## src/rtl/servo_pkg.sv

```systemverilog
// Shared types, default widths and the command-to-pulse-width decode for the servo PWM array.
package servo_pkg;

  typedef enum logic [1:0] {
    CMD_NONE = 2'b00,
    CMD_FWD  = 2'b01,
    CMD_BACK = 2'b10,
    CMD_STOP = 2'b11
  } cmd_e;

  localparam int unsigned DEF_N_CH      = 2;
  localparam int unsigned DEF_CNT_W     = 12;
  localparam int unsigned DEF_FRAME_LEN = 3072;
  localparam int unsigned DEF_PW_BACK   = 154;
  localparam int unsigned DEF_PW_STOP   = 230;
  localparam int unsigned DEF_PW_FWD    = 307;
  localparam int unsigned DEF_RAMP_STEP = 8;

  // Widest pulse width the decode helper carries; callers narrow to their counter width.
  localparam int unsigned PW_W_MAX = 16;

  function automatic logic [PW_W_MAX-1:0] decode_cmd(
    input cmd_e                cmd,
    input logic [PW_W_MAX-1:0] pw_back,
    input logic [PW_W_MAX-1:0] pw_stop,
    input logic [PW_W_MAX-1:0] pw_fwd
  );
    case (cmd)
      CMD_FWD:  return pw_fwd;
      CMD_BACK: return pw_back;
      default:  return pw_stop;
    endcase
  endfunction

endpackage

```

## src/rtl/servo_ramp_ch.sv

```systemverilog
// One servo channel: command capture, per-frame target load with slew-limited width, and pulse compare.
module servo_ramp_ch
  import servo_pkg::*;
#(
  parameter int unsigned CNT_W     = DEF_CNT_W,
  parameter int unsigned PW_BACK   = DEF_PW_BACK,
  parameter int unsigned PW_STOP   = DEF_PW_STOP,
  parameter int unsigned PW_FWD    = DEF_PW_FWD,
  parameter int unsigned RAMP_STEP = DEF_RAMP_STEP
) (
  input  logic             clk,
  input  logic             reset,
  input  logic [CNT_W-1:0] cnt,
  input  logic             wrap,
  input  logic [1:0]       cmd,
  input  logic             cmd_valid,
  output logic             pwm,
  output logic             at_target
);

  localparam logic [CNT_W-1:0] STOP_W = CNT_W'(PW_STOP);
  localparam logic [CNT_W-1:0] STEP_W = CNT_W'(RAMP_STEP);

  cmd_e             pending;
  logic [CNT_W-1:0] target;
  logic [CNT_W-1:0] cur_pw;
  logic [CNT_W-1:0] new_target;
  logic [CNT_W-1:0] diff;
  logic [CNT_W-1:0] target_nxt;
  logic [CNT_W-1:0] cur_pw_nxt;

  // Width moves only on the wrap edge; the difference is taken larger-minus-smaller so it never underflows.
  always_comb begin
    new_target = CNT_W'(decode_cmd(pending, PW_W_MAX'(PW_BACK), PW_W_MAX'(PW_STOP),
                                   PW_W_MAX'(PW_FWD)));
    target_nxt = target;
    cur_pw_nxt = cur_pw;
    diff       = '0;
    if (wrap) begin
      target_nxt = new_target;
      if (new_target >= cur_pw) begin
        diff       = new_target - cur_pw;
        cur_pw_nxt = (RAMP_STEP == 0 || diff <= STEP_W) ? new_target : cur_pw + STEP_W;
      end else begin
        diff       = cur_pw - new_target;
        cur_pw_nxt = (RAMP_STEP == 0 || diff <= STEP_W) ? new_target : cur_pw - STEP_W;
      end
    end
  end

  always_ff @(posedge clk) begin
    if (reset) begin
      pending   <= CMD_STOP;
      target    <= STOP_W;
      cur_pw    <= STOP_W;
      pwm       <= 1'b0;
      at_target <= 1'b1;
    end else begin
      if (cmd_valid) pending <= cmd_e'(cmd);
      target    <= target_nxt;
      cur_pw    <= cur_pw_nxt;
      pwm       <= (cnt < cur_pw);
      at_target <= (cur_pw_nxt == target_nxt);
    end
  end

endmodule

```

## src/rtl/servo_pwm_array.sv

```systemverilog
// Array of independent servo PWM channels sharing one frame counter.
module servo_pwm_array
  import servo_pkg::*;
#(
  parameter int unsigned N_CH      = DEF_N_CH,
  parameter int unsigned CNT_W     = DEF_CNT_W,
  parameter int unsigned FRAME_LEN = DEF_FRAME_LEN,
  parameter int unsigned PW_BACK   = DEF_PW_BACK,
  parameter int unsigned PW_STOP   = DEF_PW_STOP,
  parameter int unsigned PW_FWD    = DEF_PW_FWD,
  parameter int unsigned RAMP_STEP = DEF_RAMP_STEP
) (
  input  logic              clk,
  input  logic              reset,
  input  logic [2*N_CH-1:0] cmd,
  input  logic [N_CH-1:0]   cmd_valid,
  output logic [N_CH-1:0]   pwm,
  output logic [N_CH-1:0]   at_target,
  output logic              frame_tick
);

  localparam logic [CNT_W-1:0] LAST = CNT_W'(FRAME_LEN - 1);

  if (64'(FRAME_LEN) > (64'(1) << CNT_W)) begin : g_bad_frame_len
    $error("FRAME_LEN does not fit in CNT_W bits");
  end
  if (PW_FWD >= FRAME_LEN) begin : g_bad_pw_fwd
    $error("PW_FWD must be shorter than FRAME_LEN");
  end
  if (N_CH < 1 || N_CH > 16) begin : g_bad_n_ch
    $error("N_CH must be in 1..16");
  end

  logic [CNT_W-1:0] cnt;
  logic             wrap;

  assign wrap = (cnt == LAST);

  always_ff @(posedge clk) begin
    if (reset) cnt <= '0;
    else       cnt <= wrap ? '0 : cnt + CNT_W'(1);
  end

  // Gated by reset so the tick stays low while the counter is held at zero.
  assign frame_tick = (cnt == '0) && !reset;

  for (genvar i = 0; i < N_CH; i++) begin : g_ch
    servo_ramp_ch #(
      .CNT_W    (CNT_W),
      .PW_BACK  (PW_BACK),
      .PW_STOP  (PW_STOP),
      .PW_FWD   (PW_FWD),
      .RAMP_STEP(RAMP_STEP)
    ) u_ch (
      .clk      (clk),
      .reset    (reset),
      .cnt      (cnt),
      .wrap     (wrap),
      .cmd      (cmd[2*i +: 2]),
      .cmd_valid(cmd_valid[i]),
      .pwm      (pwm[i]),
      .at_target(at_target[i])
    );
  end

endmodule
```

## config.mk

```make
export PLATFORM = sky130hd
export DESIGN_NAME = servo_pwm_array
export DESIGN_NICKNAME = d
export VERILOG_FILES = /design/src/rtl/servo_pkg.sv /design/src/rtl/servo_ramp_ch.sv /design/src/rtl/servo_pwm_array.sv
export SDC_FILE = /design/constraint.sdc
export NUM_CORES = 1
export LEC_CHECK = 0
export ABC_AREA = 1
export CORE_ASPECT_RATIO = 0.8
export CORE_MARGIN = 10
export CORE_UTILIZATION = 50
export CTS_BUF_LIST = sky130_fd_sc_hd__clkbuf_8 sky130_fd_sc_hd__clkbuf_16
export DETAILED_ROUTE_END_ITERATION = 10
export GPL_TIMING_DRIVEN = 0
export PLACE_DENSITY = 0.67
export SLEW_MARGIN = 10
export SYNTH_ARGS = -nofsm -noshare
export SYNTH_HDL_FRONTEND = slang
export SYNTH_SLANG_ARGS = --single-unit
export TNS_END_PERCENT = 50
```

## constraint.sdc

```tcl
create_clock -name clk -period 4.1 [get_ports clk]
set_input_delay 0.82 -clock clk [delete_from_list [all_inputs] [get_ports clk]]
set_output_delay 0.82 -clock clk [all_outputs]
set_load 0.02 [all_outputs]
```

Word level (Yosys, flattened, before mapping). Index checks and enable logic that the tools add are counted.

RAM bits: 0. Input port bits: 8. Memory bits (read-only): 0. Bits in registers: 68. Memories: 0. Logic and storage cells: 51. Output and inout bits: 5. Bits in latches: 0.

Reductions and logical operators: 4. Eq/ne operators: 7. Magnitude comparators: 8. Shifts and indexed selects: 0. Multiplexer cells: 12. Add/subtract/negate cells: 9. $mul: 0. Divide/modulo/power cells: 0. Bitwise gates (word level): 0.

Operators with widths (number): $mux W12 (10); $le A12 B4 Y1 const B (4); $pmux W9 S2 (2); $add A12 B4 Y12 const B (2); $eq A12 B12 Y1 (2); $ge A9 B12 Y1 (2); $lt A12 B12 Y1 (2); $sub A12 B4 Y12 const B (2); $sub A12 B9 Y12 (2); $sub A9 B12 Y12 (2); $add A12 B1 Y12 const B (1); $eq A12 B12 Y1 const B (1); $logic_not A12 Y1 (1); $eq A2 B1 Y1 const B (2); $eq A2 B2 Y1 const B (2); $reduce_or A2 Y1 (1); $logic_and A1 B1 Y1 (1); $logic_not A1 Y1 (1).

Depth between registers and ports, before layout.
Word-level depth: 8. Depth in mapped cells: 27. Gate-level depth less buffers: 27.

Modules after synthesis. From an unflattened synthesis, not the netlist that was laid out.

Cells, all modules: 1074. Area, all modules: 6541.3 µm².

Modules (own cells, without submodules): servo_ramp_ch at g_ch[0].u_ch (cells each 494, area an instance 2975.4 µm², instances 1); servo_ramp_ch at g_ch[1].u_ch (cells each 496, area an instance 2947.8 µm², instances 1); servo_pwm_array (cells each 84, area an instance 618.1 µm², instances 1).

Worst setup path after synthesis. Ideal clock, no wire load.

Kind: reg2reg. From: register g_ch[1].u_ch.pending[0]. To: register g_ch[1].u_ch.at_target. Stages on the path, launching flop included: 22. Clock period less this slack: 2.895 ns. Arrival time: 2.769 ns. Setup slack: 1.205 ns. Path through: dfxtp_1 > inv_1 > ha_1 > inv_2 > ha_1 > nand2_1 > nor2_1 > nor2_2 > nand2_1 > nand2_1 > nand2_1 > o21ai_0 > nand2_1 > nor2_4 > nand3_1 > nand3_1 > nand3_1 > nand2_1 > xor2_1 > nor2_1 > nand3_1 > nand2_1.

Cells in the longest elaborated chain, start to end: 8.

RTL lines: start, declared (RTL line servo_ramp_ch.sv:24) `cmd_e pending;`; start signal, assigned (RTL line servo_ramp_ch.sv:59) `if (cmd_valid) pending <= cmd_e'(cmd);`; $eq A2 B2 Y1 / $eq A2 B1 Y1 (equally long branches) (RTL line servo_pkg.sv:28) `case (cmd)`; $pmux W9 S2 * (RTL line servo_pkg.sv:28); $sub A12 B9 Y12 / $sub A9 B12 Y12 (equally long branches) (RTL line servo_ramp_ch.sv:45, servo_ramp_ch.sv:42); $le A12 B4 Y1 (on tied branches) (RTL line servo_ramp_ch.sv:46, servo_ramp_ch.sv:43); $mux W12 (on tied branches) (RTL line servo_ramp_ch.sv:46, servo_ramp_ch.sv:43); $mux W12 (RTL line servo_ramp_ch.sv:41) `if (new_target >= cur_pw) begin`; $mux W12 (RTL line servo_ramp_ch.sv:39) `if (wrap) begin`; $eq A12 B12 Y1 * (RTL line servo_ramp_ch.sv:63) `at_target <= (cur_pw_nxt == target_nxt);`; end signal, assigned (RTL line servo_ramp_ch.sv:63); end, declared (RTL line servo_ramp_ch.sv:18) `output logic at_target`.

Every way passes the cells marked *; elsewhere a longest branch is shown, timed or not. A chain may end at the register's enable or synchronous reset.

Final worst setup path.
From: register g_ch[0].u_ch.pending[0]. To: register g_ch[0].u_ch.at_target.

Cells in the longest elaborated chain, start to end: 8.

RTL lines (RTL line): start, declared (servo_ramp_ch.sv:24); start signal, assigned (servo_ramp_ch.sv:59); $eq A2 B2 Y1 / $eq A2 B1 Y1 (equally long branches) (servo_pkg.sv:28); $pmux W9 S2 * (servo_pkg.sv:28); $sub A12 B9 Y12 / $sub A9 B12 Y12 (equally long branches) (servo_ramp_ch.sv:45, servo_ramp_ch.sv:42); $le A12 B4 Y1 (on tied branches) (servo_ramp_ch.sv:46, servo_ramp_ch.sv:43); $mux W12 (on tied branches) (servo_ramp_ch.sv:46, servo_ramp_ch.sv:43); $mux W12 (servo_ramp_ch.sv:41); $mux W12 (servo_ramp_ch.sv:39); $eq A12 B12 Y1 * (servo_ramp_ch.sv:63); end signal, assigned (servo_ramp_ch.sv:63); end, declared (servo_ramp_ch.sv:18).

Marks and branches as above.

==> impl_metrics.csv <==
group,metric,value,unit
global_routing,grt_pass1_vias,6453,
yosys,async_reset_ff_frac,0,
detailed_routing,avgRoutedWirePerCell,15.3,um
setup_path,worstReg2RegStart,"g_ch[0].u_ch.pending[0]$_SDFFE_PP1P_",
sta,fin_skew,0.0150,ns
floorplan,boundaryPins,13,
power,irDropWorstVdd,0.000238,V
sta,setup_viol,0,
cells_and_area,stdcell_count,1360,
cells_and_area,fillers,1379,
setup_path,crit_path_max_fanout,9,
cts,cts_buffer_depth,2,
floorplan,die_h,124,um
setup_path,r2r_cells,19,
sta,slew_violations,0,
sta,worst_pin_slew,0.744,ns
cells_and_area,antenna_cells,0,
placement,io_buffers,11,
floorplan,coreArea,13000,um2
cells_and_area,final_util,0.566,
min_path,min_to,"g_ch[0].u_ch.target[1]$_SDFF_PP1_",
yosys,syn_area,6720,um2
floorplan,die-width,150,um
yosys,ys_seq_area_frac,0.203,
power,seq_power_share,0.309,
cts,cts_max_level,3,
placement,dp.cells,1344,
cells_and_area,area_growth,9.56,%
detailed_routing,postRouteAntennaNets,0,
floorplan,start_util,0.516,
cts,cts_hold_buf,0,
setup_path,rrSetupSlack,0.37,ns
yosys,ys_warn_count,0,
sta,fin_crit_sh,0.910,
detailed_routing,drt-total-wl,20.9,mm
min_path,min_from,"g_ch[0].u_ch.target[1]$_SDFF_PP1_",
placement,gp_congestion,0.954,
sta,finalHoldViolations,0,
min_path,hold_path.class,"reg -> reg",
min_path,holdPathStages,2,
power,combPwrFrac,0.312,
setup_path,cp-start-kind,"register",
power,pwr-share-clk,0.380,
power,switching_share,0.374,
detailed_routing,dr.pass1.iters,7,
yosys,synth_edf_count,0,
global_routing,grt_antenna_before_repair,0,
cts,cts.clk_slew.worst_paths,0.06,ns
global_routing,gr-usage-all-layers,0.230,
cells_and_area,drive_gt1_frac,0.0675,
yosys,synth_cell_type_count,40,
cells_and_area,final_nets,1244,
cts,tritoncts,"yes",
yosys,synth_seq_cells,68,
yosys,synth_ff_type,"dfxtp_1",
yosys,syn_avg_cell_area,5.80,um2
setup_path,end_kind,"register",
power,totalPowerFinal,2.18,mW
cts,root_buffer,"clkbuf_16",
cts,clkSinkCount,68,
sta,period_needed,3.73,ns
setup_path,crit_type,"reg -> reg",
run,max-cap-violations,0,
yosys,ys_top_cells_by_area,"nand2_1 (23%), dfxtp_1 (20%), nand3_1 (12%)",
floorplan,die_area,18500,um2
global_routing,grt_max_degree,15,
yosys,synth_fp_nets,1222,
cts,cts_inserted_buffers,9,
global_routing,grt_pass1_wl,33.7,mm
floorplan,num_rows,37,
sta,rsz0062_at_grt,"false",
yosys,yosys.area.top_type,"nand2_1",
placement,hpwl,16.8,mm
status,status,"completed",
cts,insertion_delay,0.35,ns
power,powerDensity,296,nW/um2
power,switchingPower,0.814,mW
detailed_routing,first_iter_violations,812,
setup_path,required,4.39,ns
sta,clock.fmax,0.268,GHz
sta,tns,0,ns
detailed_routing,drc,0,
setup_path,regToRegEndpoint,"g_ch[0].u_ch.at_target$_SDFF_PP1_",
detailed_routing,vias,7452,
yosys,synth_top_cell_area_share,0.227,
sta,holdWs,0.445,ns
setup_path,crit_start,"g_ch[0].u_ch.pending[0]$_SDFFE_PP1P_",
sta,relSlewSlack,0.504,
detailed_routing,vias_per_cell,5.48,
yosys,syn_inst,1158,
global_routing,overflow,0,
power,power.internal,1.37,mW
power,leakagePower,3.92,nW
setup_path,cp_data_arrival_time,4.02,ns
[critical path: stages (launching register included)]
cell and delay (ns):
dfxtp_1 0.37, inv_1 0.09, ha_1 0.47, inv_2 0.14
ha_1 0.43, nand3_1 0.21, a21oi_1 0.32, nor2_1 0.10
nor2_1 0.11, nand2_1 0.10, nor2_4 0.19, nand3_2 0.25
nand2_1 0.12, nand3_1 0.10, nand3b_1 0.10, nand2_1 0.05
nand3b_1 0.14, nor2_1 0.19, nand3_1 0.11, nand2_1 0.07
[cells in the mapped netlist, types with 2 or more instances]
library cell / count
o21ai_0: 22
a21oi_1: 42
o211ai_1: 3
buf_4: 5
nand3b_1: 3
and2_1: 2
o21bai_1: 4
nor2_4: 3
a21boi_0: 2
nand3_2: 6
inv_4: 2
o21ai_1: 4
dfxtp_1: 68
a311oi_1: 2
nand2_1: 406
nor2_1: 103
xor2_1: 25
nor3_1: 14
nand2_2: 6
inv_1: 138
nand4_1: 22
buf_2: 6
nor3b_1: 2
inv_2: 11
nor4_1: 2
ha_1: 56
o221a_2: 2
buf_6: 2
nand3_1: 160
nand2_4: 2
nor2_2: 11
clkbuf_1: 12
or2_2: 3
[stage by stage]
step	setup slack [ns]	cell area, um2
2_1_floorplan	1.21	6720
3_3_place_gp	0.433	7050
3_5_place_dp	0.440	7050
4_1_cts	0.416	7350
5_1_grt	0.0272	7360
6_report	0.367	7360
[timing repair]
action,4_1_cts,5_1_grt
gates resized for setup,0,2
buffers inserted,0,0
endpoints found under the setup margin,0,1
[per-layer routing]
metal  GRT usage  wire [um]
met1       0.350      10700
met3      0.0714       2330
met4      0.0416        174
met2       0.307       7670
met5           0          0
[layout make-up]
class,instances,area (um2),share of cell area
repair buffers,11,110,0.0150
inverters,152,576,0.0782
flip-flops and latches,68,1360,0.185
multi-input cells,912,4640,0.631
clock buffers,9,225,0.0306
plain buffers,26,140,0.0190
clock inverters,7,82.6,0.0112
well taps,175,219,0.0298
[power by group through the flow]
stage | Combinational [mW] | Clock, mW | Sequential [mW]
CTS | 0.659 | 0.838 | 0.672
global route | 0.763 | 0.864 | 0.673
detailed placement | 0.657 | 0 | 0.687
global placement | 0.655 | 0 | 0.687
floorplan | 0.508 | 0 | 0.686
finish | 0.679 | 0.827 | 0.672
[placed cells by master, fill, tap and decap left out, types with 9 or more instances in the layout]
cell	instances
nand2_1	406
nand3_1	160
inv_1	138
nor2_1	102
dfxtp_1	68
ha_1	55
a21oi_1	42
xor2_1	25
nand4_1	22
o21ai_0	22
nor3_1	14
clkbuf_1	12
nor2_2	12
inv_2	11
clkdlybuf4s50_1	11
clkbuf_16	9
[worst max-delay path by stage]
stage | cells past startpoint | end | slack [ns]
floorplan | 21 | g_ch[1].u_ch.at_target$_SDFF_PP1_ | 1.21
global placement | 23 | g_ch[1].u_ch.at_target$_SDFF_PP1_ | 0.43
detailed placement | 23 | g_ch[1].u_ch.at_target$_SDFF_PP1_ | 0.44
CTS | 23 | g_ch[1].u_ch.at_target$_SDFF_PP1_ | 0.42
global route | 23 | g_ch[0].u_ch.at_target$_SDFF_PP1_ | 0.03
finish | 19 | g_ch[0].u_ch.at_target$_SDFF_PP1_ | 0.37
[flip-flops by register name, summed over array words and instances (netlist names)]
| name | cells |
|---|---|
| g_ch.u_ch.pending | 4 |
| g_ch.u_ch.pwm | 2 |
| g_ch.u_ch.target | 24 |
| g_ch.u_ch.at_target | 2 |
| cnt | 12 |
| g_ch.u_ch.cur_pw | 24 |
[logic make-up (layout without fill, tap and decap cells)]
| group | count (synthesis) | after routing | share of synthesized area |
|---|---|---|---|
| xor gates and xnor gates | 26 | 26 | 0.0339 |
| and+or+nand+nor | 745 | 745 | 0.480 |
| adders and majority gates | 56 | 56 | 0.104 |
| AOI/OAI and AO/OA | 85 | 85 | 0.0727 |
| DFF | 68 | 68 | 0.203 |
| buffers and inverters | 178 | 205 | 0.107 |
No activity file was read; power rests on OpenSTA's default activity.
